**src/rtl/fp_div_post.sv**
```systemverilog
`default_nettype none
// ============================================================================
// Module   : fp_div_post
// Brief    : Single-precision divider post-stage. Handles IEEE special cases
//            and exponent range, then queues results in order under credit flow.
// Revision : 1.0 - initial release
// ============================================================================
module fp_div_post #(
    parameter int DIV_LAT = 1,
    parameter int DEPTH   = 4
) (
    input  logic        clk,
    input  logic        rst,
    input  logic        in_valid,
    output logic        in_ready,
    input  logic [31:0] a,
    input  logic [31:0] b,
    input  logic [31:0] q_raw,
    output logic        out_valid,
    input  logic        out_ready,
    output logic [31:0] result,
    output logic [3:0]  flags
);

    localparam int PTR_W = (DEPTH > 1) ? $clog2(DEPTH) : 1;
    localparam int CNT_W = $clog2(DEPTH + 1);
    localparam logic [CNT_W-1:0] c_DEPTH_CNT = CNT_W'(DEPTH);
    localparam logic [PTR_W-1:0] c_PTR_LAST  = PTR_W'(DEPTH - 1);

    typedef struct packed {
        logic       valid;
        logic       sign;
        logic       a_zero;
        logic       a_inf;
        logic       a_nan;
        logic       b_zero;
        logic       b_inf;
        logic       b_nan;
        logic [9:0] e_est;
    } meta_t;

    logic             issue;
    logic             push;
    logic             pop;
    meta_t            meta_in;
    meta_t            dl_q [DIV_LAT];
    meta_t            m;
    logic [1:0]       adj;
    logic [9:0]       e_fin;
    logic [31:0]      fin_result;
    logic [3:0]       fin_flags;
    logic [35:0]      mem_q [DEPTH];
    logic [PTR_W-1:0] wr_ptr_q, wr_ptr_d;
    logic [PTR_W-1:0] rd_ptr_q, rd_ptr_d;
    logic [CNT_W-1:0] count_q, count_d;
    logic [CNT_W-1:0] credit_q, credit_d;

    assign in_ready  = (credit_q < c_DEPTH_CNT);
    assign issue     = in_valid && in_ready;
    assign out_valid = (count_q != '0);
    assign pop       = out_valid && out_ready;

    // Operand classification; denormals count as zero.
    always_comb begin
        meta_in        = '0;
        meta_in.valid  = issue;
        meta_in.sign   = a[31] ^ b[31];
        meta_in.a_zero = (a[30:23] == 8'd0);
        meta_in.a_inf  = (a[30:23] == 8'hFF) && (a[22:0] == 23'd0);
        meta_in.a_nan  = (a[30:23] == 8'hFF) && (a[22:0] != 23'd0);
        meta_in.b_zero = (b[30:23] == 8'd0);
        meta_in.b_inf  = (b[30:23] == 8'hFF) && (b[22:0] == 23'd0);
        meta_in.b_nan  = (b[30:23] == 8'hFF) && (b[22:0] != 23'd0);
        meta_in.e_est  = {2'b00, a[30:23]} - {2'b00, b[30:23]} + 10'd127;
    end

    always_ff @(posedge clk) begin
        if (rst) begin
            for (int i = 0; i < DIV_LAT; i++) dl_q[i] <= '0;
        end else begin
            dl_q[0] <= meta_in;
            for (int i = 1; i < DIV_LAT; i++) dl_q[i] <= dl_q[i-1];
        end
    end

    assign m    = dl_q[DIV_LAT-1];
    assign push = m.valid;

    // The divider wraps its exponent in 8 bits; the low two bits recover its shift.
    assign adj   = m.e_est[1:0] - q_raw[24:23];
    assign e_fin = m.e_est - {8'd0, adj};

    always_comb begin
        fin_result = q_raw;
        fin_flags  = 4'b0000;
        if (m.a_nan || m.b_nan || (m.a_zero && m.b_zero) || (m.a_inf && m.b_inf)) begin
            fin_result = 32'h7FC0_0000;
            fin_flags  = 4'b1000;
        end else if (m.b_zero && !m.a_inf) begin
            fin_result = {m.sign, 31'h7F80_0000};
            fin_flags  = 4'b0100;
        end else if (m.a_inf) begin
            fin_result = {m.sign, 31'h7F80_0000};
        end else if (m.b_inf || m.a_zero) begin
            fin_result = {m.sign, 31'd0};
        end else if ($signed(e_fin) >= 10'sd255) begin
            fin_result = {m.sign, 31'h7F80_0000};
            fin_flags  = 4'b0010;
        end else if ($signed(e_fin) <= 10'sd0) begin
            fin_result = {m.sign, 31'd0};
            fin_flags  = 4'b0001;
        end
    end

    always_comb begin
        wr_ptr_d = wr_ptr_q;
        rd_ptr_d = rd_ptr_q;
        count_d  = count_q;
        credit_d = credit_q;
        if (push) wr_ptr_d = (wr_ptr_q == c_PTR_LAST) ? '0 : wr_ptr_q + PTR_W'(1);
        if (pop)  rd_ptr_d = (rd_ptr_q == c_PTR_LAST) ? '0 : rd_ptr_q + PTR_W'(1);
        if (push && !pop)      count_d = count_q + CNT_W'(1);
        else if (!push && pop) count_d = count_q - CNT_W'(1);
        if (issue && !pop)      credit_d = credit_q + CNT_W'(1);
        else if (!issue && pop) credit_d = credit_q - CNT_W'(1);
    end

    always_ff @(posedge clk) begin
        if (rst) begin
            wr_ptr_q <= '0;
            rd_ptr_q <= '0;
            count_q  <= '0;
            credit_q <= '0;
        end else begin
            wr_ptr_q <= wr_ptr_d;
            rd_ptr_q <= rd_ptr_d;
            count_q  <= count_d;
            credit_q <= credit_d;
        end
    end

    // Storage needs no reset: unread slots are masked by out_valid.
    always_ff @(posedge clk) begin
        if (push) mem_q[wr_ptr_q] <= {fin_flags, fin_result};
    end

    assign result = out_valid ? mem_q[rd_ptr_q][31:0]  : 32'd0;
    assign flags  = out_valid ? mem_q[rd_ptr_q][35:32] : 4'd0;

    always_ff @(posedge clk) begin
        if (!rst) assert (credit_q <= c_DEPTH_CNT);
    end

endmodule
`default_nettype wire

```
**config.mk**
```make
export PLATFORM = sky130hd
export DESIGN_NAME = fp_div_post
export DESIGN_NICKNAME = d
export VERILOG_FILES = /design/src/rtl/fp_div_post.sv
export SDC_FILE = /design/constraint.sdc
export NUM_CORES = 1
export LEC_CHECK = 0
export BUFFER_PORTS_ARGS = -buffer_cell sky130_fd_sc_hd__clkbuf_2
export CAP_MARGIN = 20
export CORE_AREA = 2 2 122 124
export CTS_CLUSTER_DIAMETER = 60
export DETAILED_ROUTE_END_ITERATION = 6
export DIE_AREA = 0 0 124 126
export PLACE_DENSITY = 0.8
export SLEW_MARGIN = 20
export SYNTH_ARGS = -nofsm -noshare
export SYNTH_HDL_FRONTEND = slang
export SYNTH_SLANG_ARGS = --single-unit
```
**constraint.sdc**
```tcl
create_clock -name clk -period 4.35 [get_ports clk]
set_input_delay 0.6525 -clock clk [delete_from_list [all_inputs] [get_ports clk]]
set_output_delay 0.6525 -clock clk [all_outputs]
set_load 0.03 [all_outputs]
```
==> impl_metrics.env <==
export IMPL_place_area_um2=8770
export IMPL_antenna_found_initial=0
export IMPL_gp_congestion=0.927
export IMPL_synthesis_nets=651
export IMPL_start_kind="flop"
export IMPL_outcome="finished clean"
export IMPL_dp_hpwl_um=10900
export IMPL_crit_type="reg -> reg"
export IMPL_cts_buffer_depth=2
export IMPL_post_route_min_period_ps=3570
export IMPL_setup_viol=0
export IMPL_avgSynthCellArea_um2=15.0
export IMPL_synthFlopType="edfxtp_1"
export IMPL_async_reset_ff_share_pct=0
export IMPL_syn_area_um2=7900
export IMPL_detailedPlace_worstSlack_ps=397
export IMPL_p_per_area_nw_per_um2=595
export IMPL_whs_path_depth=2
export IMPL_yosysWarnings=0
export IMPL_cts_resized=0
export IMPL_irDropWorstVdd_mv=0.333
export IMPL_reg2reg_depth=10
export IMPL_die_h_um=126
export IMPL_cts_tree="built"
export IMPL_cp_arrival_ps=3740
export IMPL_layout_common_cells="edfxtp_1, clkbuf_2, and2_1"
export IMPL_final_common_cell="edfxtp_1"
export IMPL_cts_root_buffer="clkbuf_16"
export IMPL_synthDistinctLibCells=59
export IMPL_synth_seq_cells=174
export IMPL_rsz0062_at_grt="no"
export IMPL_worstSetupEndpointType="flop"
export IMPL_worst_path_max_fanout=6
export IMPL_cts_sinks=174
export IMPL_ys_seq_area_share_pct=62.4
export IMPL_numCtsBuffers=17
export IMPL_diodes=0
export IMPL_vias=4997
export IMPL_hp_class="in -> reg"
export IMPL_drive_gt1_share_pct=36.0
export IMPL_period_share_pct=82.0
export IMPL_worst_slew_pin_slew_ps=1020
export IMPL_hold_violations=0
export IMPL_setup_ws_ps=783
export IMPL_grt_start_max_net_pins=39
export IMPL_wl_per_cell_um=19.6
export IMPL_wl_um=17000
export IMPL_drt_pass1_iterations=5
export IMPL_num_io_pins=138
export IMPL_port_buffers=137
export IMPL_grt_pass1_vias=5151
export IMPL_path_clk_slew_ps=60
export IMPL_maxCapViolCount=0
export IMPL_finalSetupTns_ps=0
export IMPL_required_ps=4520
export IMPL_drv_slew=0
export IMPL_drt_iter0_markers=398
export IMPL_dieArea_um2=15600
export IMPL_postRouteAntennaNets=0
export IMPL_fp_dieW_um=124
export IMPL_syn_inst=528
export IMPL_core_area_um2=14300
export IMPL_start_util_pct=55.2
export IMPL_htree_levels=4
export IMPL_avgViaCountPerCell=5.76
export IMPL_ctsHoldBuffers=0
export IMPL_rows=44
export IMPL_grt_pass1_wl_um=26300
export IMPL_grt_overflow=0
export IMPL_grt_util_all_layers_pct=22.6
export IMPL_synthToLayoutAreaGrowth_pct=18.6
export IMPL_cts_setup_buffers=0
export IMPL_maxSlewHeadroom_pct=32.1
export IMPL_synth_edf_count=144
export IMPL_nNetsFinal=794
export IMPL_remaining_drc_errors=0
export IMPL_clock_latency_ps=420
export IMPL_fmax_mhz=280
export IMPL_total_leakage_power_nw=3.57
export IMPL_final_cell_area_um2=9370
export IMPL_finClkSkew_ps=5.31
## cell usage after synthesis (all sizes together) (8+ instances only)
cell	count	area share [%]
xnor2	10	1.1
clkbuf	10	0.48
and2	65	5.8
edfxtp	144	55
mux4	36	10
nor4	21	1.7
dfxtp	30	7.6
nand2	14	0.67
xor2	8	0.89
nor2	32	1.5
a21o	11	1.0
inv	26	1.2
ha	18	2.9
nor3	12	0.82
a21oi	9	0.62
## registers in the layout (all words and copies together), names as in the netlist, named ones only
name	cells
mem_q	144
dl_q	18
count_q	3
credit_q	3
rd_ptr_q	2
wr_ptr_q	2
## kinds of logic (layout without fill, tap and decap cells)
kind of cell / count (synthesis) / after routing / synth area share (%)
AND/OR/NAND/NOR: 184 / 184 / 14.0
flip-flops: 174 / 174 / 62.4
AO/OA/AOI/OAI: 45 / 45 / 4.22
multiplexers: 42 / 42 / 11.0
buffers and inverters: 42 / 198 / 2.20
adder cells (fa/ha/maj): 23 / 23 / 4.12
XOR/XNOR: 18 / 18 / 2.00
## per-layer routing
layer  track usage (%)  vias to the layer above  wire length [um]
met5                 0                        -                 0
met4              6.28                        0               265
met3              5.16                       21              1070
met2              40.7                      233              9050
met1              27.0                     2437              6590
li1                  -                     2306                 -
## where the power goes
group | internal (mW) | switching [mW]
clock network | 0.906 | 0.619
registers | 2.03 | 0.114
logic | 0.737 | 1.17
total | 3.68 | 1.90
## final timing paths
path,start,to,slack (ps)
setup reg to reg,dl_q[0][0],mem_q[0][31],780
hold reg to reg,count_q[2],count_q[2],510
hold / removal,a[26],dl_q[0][15],470
setup / recovery,dl_q[0][0],mem_q[0][31],780
## final cells by class
cell class / instances / area [um2]
Sequential cell: 174 / 4930
Timing Repair Buffer: 140 / 708
Clock buffer: 19 / 433
Inverter: 26 / 97.6
Tap cell: 184 / 230
Fill cell: 1008 / 4950
Multi-Input combinational cell: 312 / 2810
Clock inverter: 13 / 163
## critical path, cell delays in order (launching register included)
cell and delay, ps:
dfxtp_1 370, inv_1 60, ha_1 210, fa_1 480, ha_1 280, and2b_2 240
o31ai_1 350, nand4_1 230, o311ai_1 550, nor2_1 120, o31ai_1 420
## through the flow
stage	total power [mW]	util [%]	instances	hold WS (ps)
after global routing	5.83	65.4	868	455
after CTS	5.61	65.4	868	451
after global placement	4.00	61.3	836	462
final	5.57	65.4	868	473
after detailed placement	4.08	61.3	836	505
after floorplan	3.55	-	528	453
Note: power is estimated with default switching activity, not from simulation.
